[src/rtl/ahb_arbiter.sv]
// Round-robin AHB bus arbiter.
// Grants one of NUM_MASTERS masters the shared address/control path, re-arbitrating
// only at legal burst boundaries (or on the second ERROR cycle). Locked sequences
// keep the bus. hgrant, hmaster and hmastlock are all registered, so there is no
// combinational path from any input to any output.
module ahb_arbiter #(
    parameter int NUM_MASTERS = 4,
    parameter int MW          = $clog2(NUM_MASTERS)
) (
    input  logic                   hclk,
    input  logic                   hrst_n,
    input  logic [NUM_MASTERS-1:0] hbusreq,
    input  logic [NUM_MASTERS-1:0] hlock,
    input  logic [1:0]             htrans,
    input  logic [2:0]             hburst,
    input  logic                   hready,
    input  logic                   hresp,
    output logic [NUM_MASTERS-1:0] hgrant,
    output logic [MW-1:0]          hmaster,
    output logic                   hmastlock
);

    localparam logic [1:0] TRANS_IDLE   = 2'b00;
    localparam logic [1:0] TRANS_BUSY   = 2'b01;
    localparam logic [1:0] TRANS_NONSEQ = 2'b10;
    localparam logic [1:0] TRANS_SEQ    = 2'b11;

    localparam logic [2:0] BURST_SINGLE = 3'b000;
    localparam logic [2:0] BURST_INCR   = 3'b001;

    logic [NUM_MASTERS-1:0] hgrant_q, hgrant_d;
    logic [MW-1:0]          hmaster_q, hmaster_d;
    logic                   hmastlock_q, hmastlock_d;
    logic [4:0]             beats_left_q, beats_left_d;

    logic [MW-1:0] owner;
    logic          locked;
    logic [4:0]    burst_last;
    logic          at_boundary;
    logic          arb_ok;
    logic [MW-1:0] scan_idx;
    logic [MW-1:0] next_owner;
    logic          found;

    // Encode the one-hot grant into the index of the current bus owner.
    always_comb begin
        owner = '0;
        for (int i = 0; i < NUM_MASTERS; i++) begin
            if (hgrant_q[i]) begin
                owner = owner | MW'(i);
            end
        end
        locked = hlock[owner];
    end

    // Number of beats remaining after a NONSEQ, i.e. burst length minus one.
    always_comb begin
        case (hburst)
            3'b010, 3'b011: burst_last = 5'd3;
            3'b100, 3'b101: burst_last = 5'd7;
            3'b110, 3'b111: burst_last = 5'd15;
            default:        burst_last = 5'd0;   // SINGLE and undefined-length INCR
        endcase
    end

    // Track beats of the burst in flight; only accepted transfers (hready=1) count.
    always_comb begin
        beats_left_d = beats_left_q;
        if (hready) begin
            if (hresp || htrans == TRANS_IDLE) begin
                beats_left_d = 5'd0;
            end else if (htrans == TRANS_NONSEQ) begin
                beats_left_d = burst_last;
            end else if (htrans == TRANS_SEQ && beats_left_q != 5'd0) begin
                beats_left_d = beats_left_q - 5'd1;
            end
        end
    end

    // Decide whether this edge is a legal point to hand the bus over.
    always_comb begin
        at_boundary = (htrans == TRANS_IDLE)
                   || hresp
                   || (htrans == TRANS_NONSEQ && hburst == BURST_SINGLE)
                   || (htrans == TRANS_SEQ && beats_left_q == 5'd1)
                   || (hburst == BURST_INCR
                       && (htrans == TRANS_NONSEQ || htrans == TRANS_SEQ)
                       && !hbusreq[owner]);
        arb_ok = hready && !locked && (htrans != TRANS_BUSY) && at_boundary;
    end

    // Round-robin scan starting after the owner; the owner itself is checked last.
    // With no requester at all next_owner stays 0, which selects the default master.
    always_comb begin
        next_owner = '0;
        scan_idx   = '0;
        found      = 1'b0;
        for (int k = 1; k <= NUM_MASTERS; k++) begin
            scan_idx = MW'((int'(owner) + k) % NUM_MASTERS);
            if (!found && hbusreq[scan_idx]) begin
                found      = 1'b1;
                next_owner = scan_idx;
            end
        end
    end

    // Next grant and address-phase ownership; everything freezes during wait states.
    always_comb begin
        hgrant_d = hgrant_q;
        if (arb_ok) begin
            hgrant_d             = '0;
            hgrant_d[next_owner] = 1'b1;
        end
        hmaster_d   = hready ? owner  : hmaster_q;
        hmastlock_d = hready ? locked : hmastlock_q;
    end

    // State registers; reset drops everything back to the default master.
    always_ff @(posedge hclk or negedge hrst_n) begin
        if (!hrst_n) begin
            hgrant_q     <= NUM_MASTERS'(1);
            hmaster_q    <= '0;
            hmastlock_q  <= 1'b0;
            beats_left_q <= 5'd0;
        end else begin
            hgrant_q     <= hgrant_d;
            hmaster_q    <= hmaster_d;
            hmastlock_q  <= hmastlock_d;
            beats_left_q <= beats_left_d;
        end
    end

    assign hgrant    = hgrant_q;
    assign hmaster   = hmaster_q;
    assign hmastlock = hmastlock_q;

endmodule
[config.mk]
export PLATFORM = sky130hd
export DESIGN_NAME = ahb_arbiter
export DESIGN_NICKNAME = d
export VERILOG_FILES = /design/src/rtl/ahb_arbiter.sv
export SDC_FILE = /design/constraint.sdc
export NUM_CORES = 1
export LEC_CHECK = 0
export ABC_AREA = 1
export CORE_MARGIN = 2
export CORE_UTILIZATION = 35
export CTS_CLUSTER_DIAMETER = 30
export DETAILED_ROUTE_END_ITERATION = 12
export PLACE_DENSITY_LB_ADDON = 0.25
export SLEW_MARGIN = 15
export SYNTH_ARGS = -nofsm -noshare
export SYNTH_HDL_FRONTEND = slang
export SYNTH_SLANG_ARGS = --single-unit
export TNS_END_PERCENT = 50
[constraint.sdc]
create_clock -name hclk -period 1.93 [get_ports hclk]
set_clock_uncertainty 0.2 [all_clocks]
set_input_delay 0.2895 -clock hclk [delete_from_list [all_inputs] [get_ports hclk]]
set_output_delay 0.2895 -clock hclk [all_outputs]
set_load 0.01 [all_outputs]
==> impl_metrics.yaml <==
placed_design:
  post_dp_cell_area_um2: 1540
  io_buffers: 23
  gp_congestion: 0.873
  hpwlAfterDp_um: 2470
  dpl.cell_count: 252
  place_ws_ps: -143
synthesis:
  ys_types: 28
  synth_area_um2: 1160
  synthMostInstantiatedCell: "nand2_1"
  synth_top_cell_by_area: "dfrtp_1"
  syn_nets: 190
  yosys_warnings: 0
  synth-seq-cells: 12
  ys_dominant_reg_cell: "dfrtp_1"
  yosysSeqAreaShare_pct: 26.0
  synth_edf_count: 0
  syn_avg_cell_area_um2: 6.78
  netlist.area_leader.share_pct: 23.8
  syn_inst: 171
  synth_common_cells: "nand2_1, inv_1, nand3_1, nor2_1, dfrtp_1"
  async_flop_share_pct: 100
  synth_area_leaders: "dfrtp_1, nand2_1, inv_1"
timing:
  setup_viol: 0
  fin_crit_sh_pct: 98.8
  min_period_ps: 1910
  report.final.hold_viol_count: 0
  clock.fmax_mhz: 524
  maxSlewViolCount: 0
  max_slew_margin_pct: 61.2
  timing.final.ws_setup_ps: 23.1
  worst_slew_pin_slew_ps: 580
  holdWs_ps: 172
routing:
  viasPerCell: 4.98
  vias: 1294
  drt_pass1_iterations: 5
  wl_per_cell_um: 12.4
  ant_nets: 0
  drt_iter0_markers: 71
  drc_errors: 0
  wl_um: 3220
power_and_ir_drop:
  p_comb_share_pct: 72.6
  clkPwrFrac_pct: 8.9
  ir_worst_vdd_mv: 0.791
  power_switching_mw: 1.20
  powerDensity_nw_per_um2: 1450
  p_leak_nw: 0.847
  p_int_mw: 1.19
  seqPwrFrac_pct: 18.5
  swShare_pct: 50.2
critical_path:
  worst_ep_arrival_time_ps: 1420
  crit_chain: "buf_4 > clkdlybuf4s50_1"
  required_ps: 1440
  endpoint_kind: "output port"
  crit_path_max_incr_delay_ps: 530
  path_max_fanout: 4
  startpoint_type: "flip-flop"
  slowest_stage: "clkdlybuf4s50_1"
  crit_type: "flip-flop to output port"
final_layout:
  n_fill_cell: 316
  drive_above_1_share_pct: 30.6
  syn2layout_area_growth_pct: 43.2
  ff_latch_area_um2: 305
  final_area_um2: 1660
  final_cells: 260
  diodes: 0
  multi_input_area_um2: 791
  layout.nets: 236
die:
  fp-row-count: 20
  dieHeight_um: 61.5
  io_pins: 24
  initial_core_util_pct: 37.3
  die_area_um2: 3790
  core_area_um2: 3100
  fp.dieW_um: 61.5
grt:
  grt_pass1_vias: 1140
  groute.usage.overall_pct: 17.4
  grt_max_degree: 13
  grt_pass1_wl_um: 4950
  antenna_found_initial: 0
  overflow: 0
hold_path:
  hp-class: "input port to async pin"
clock_network:
  clockRootBuffer: "clkbuf_4"
  cts_sinks: 12
  cts_buffers: 3
  h-tree-depth: 1
  insertion_delay_ps: 280
  cts_tree: "yes"
  ctsLongestPathBuffers: 2
  clk_pin_slew_ps: 90
job:
  cap_viol_max_count: 0
outcome:
  outcome: "completed"
power by group through the flow:
stage / Clock (mW) / Sequential [mW] / Combinational (mW)
after floorplan: 0 / 0.451 / 1.06
after global placement: 0 / 0.423 / 1.56
after detailed placement: 0 / 0.425 / 1.59
after CTS: 0.214 / 0.420 / 1.60
after global routing: 0.227 / 0.453 / 1.92
final: 0.214 / 0.443 / 1.74
cells in the final DEF (no fill, tap or decap), drive strengths merged:
cell type | Yosys | layout
xor2 | 1 | 1
inv | 25 | 25
nor3 | 1 | 1
nor2 | 18 | 18
nand3 | 20 | 20
clkdlybuf4s50 | 0 | 22
o22ai | 2 | 2
o21ai | 10 | 10
buf | 2 | 19
o211ai | 2 | 2
o31ai | 3 | 3
dfrtp | 11 | 11
dfstp | 1 | 1
ha | 2 | 2
and3 | 1 | 1
clkbuf | 0 | 4
a31oi | 1 | 1
nand4 | 3 | 3
nand2 | 64 | 65
a21oi | 4 | 4
dlymetal6s2s | 0 | 1
area by class of cell:
class / count / area share (%)
clock buffers: 4 / 2.19
well taps: 44 / 3.32
repair buffers: 42 / 22.6
inverters: 25 / 5.81
flip-flops and latches: 12 / 18.4
multi-input cells: 133 / 47.7
metal layers:
layer / global-route usage [%] / wire [um] / vias to the layer above / part of all wire (%)
li1: - / - / 640 / -
met1: 26.0 / 1480 / 591 / 46
met2: 26.6 / 1470 / 61 / 46
met3: 3.36 / 262 / 2 / 8.1
met4: 2.74 / 10 / 0 / 0.31
met5: 0 / 0 / - / 0
cells by family (layout without fill, tap and decap cells):
logic type	count (synthesis)	in the layout	synth area share [%]
AND/OR/NAND/NOR	107	108	48.5
adder cells (fa/ha/maj)	2	2	2.16
flip-flops	12	12	26.0
XOR/XNOR	1	1	0.756
AO/OA/AOI/OAI	22	22	12.5
buffers and inverters	27	71	10.0
sequential cells by signal, indices dropped and copies added, names as in the netlist:
register,cells
hmaster,2
beats_left_q,5
hgrant,4
hmastlock,1
through the flow:
stage / power, mW / TNS, ps / utilization, %
after floorplan: 1.51 / 0 / -
after global placement: 1.98 / -75.0 / 49.7
after detailed placement: 2.01 / -606 / 49.7
after CTS: 2.23 / 0 / 50.8
after global routing: 2.60 / -24.5 / 53.5
final: 2.40 / 0 / 53.5
repair_timing:
action | 4_1_cts | 5_1_grt
endpoints found under the setup margin | 0 | 9
gates resized for setup | 0 | 17
buffers inserted | 0 | 3
hold buffers | 0 | 0
critical path, delay by kind of cell, from the launching register on:
kind / cells / cell delay (ps)
flip-flops: 1 / 450
buffers and inverters: 2 / 690
final timing paths:
path / startpoint / to / cells past startpoint / slack, ps
worst min register to register: hgrant[0]$_DFFE_PN1P_ / hgrant[0]$_DFFE_PN1P_ / 2 / 280
worst min-delay path: hrst_n / beats_left_q[4]$_DFFE_PN0P_ / 1 / 170
min in group hclk: hgrant[0]$_DFFE_PN1P_ / hgrant[0]$_DFFE_PN1P_ / 2 / 280
max in group asynchronous: hrst_n / hgrant[2]$_DFFE_PN0P_ / 1 / 950
worst max register to register: beats_left_q[0]$_DFFE_PN0P_ / beats_left_q[4]$_DFFE_PN0P_ / 9 / 90
worst max-delay path: hgrant[2]$_DFFE_PN0P_ / hgrant[2] / 2 / 20
Power figures use the tool's default switching activity.
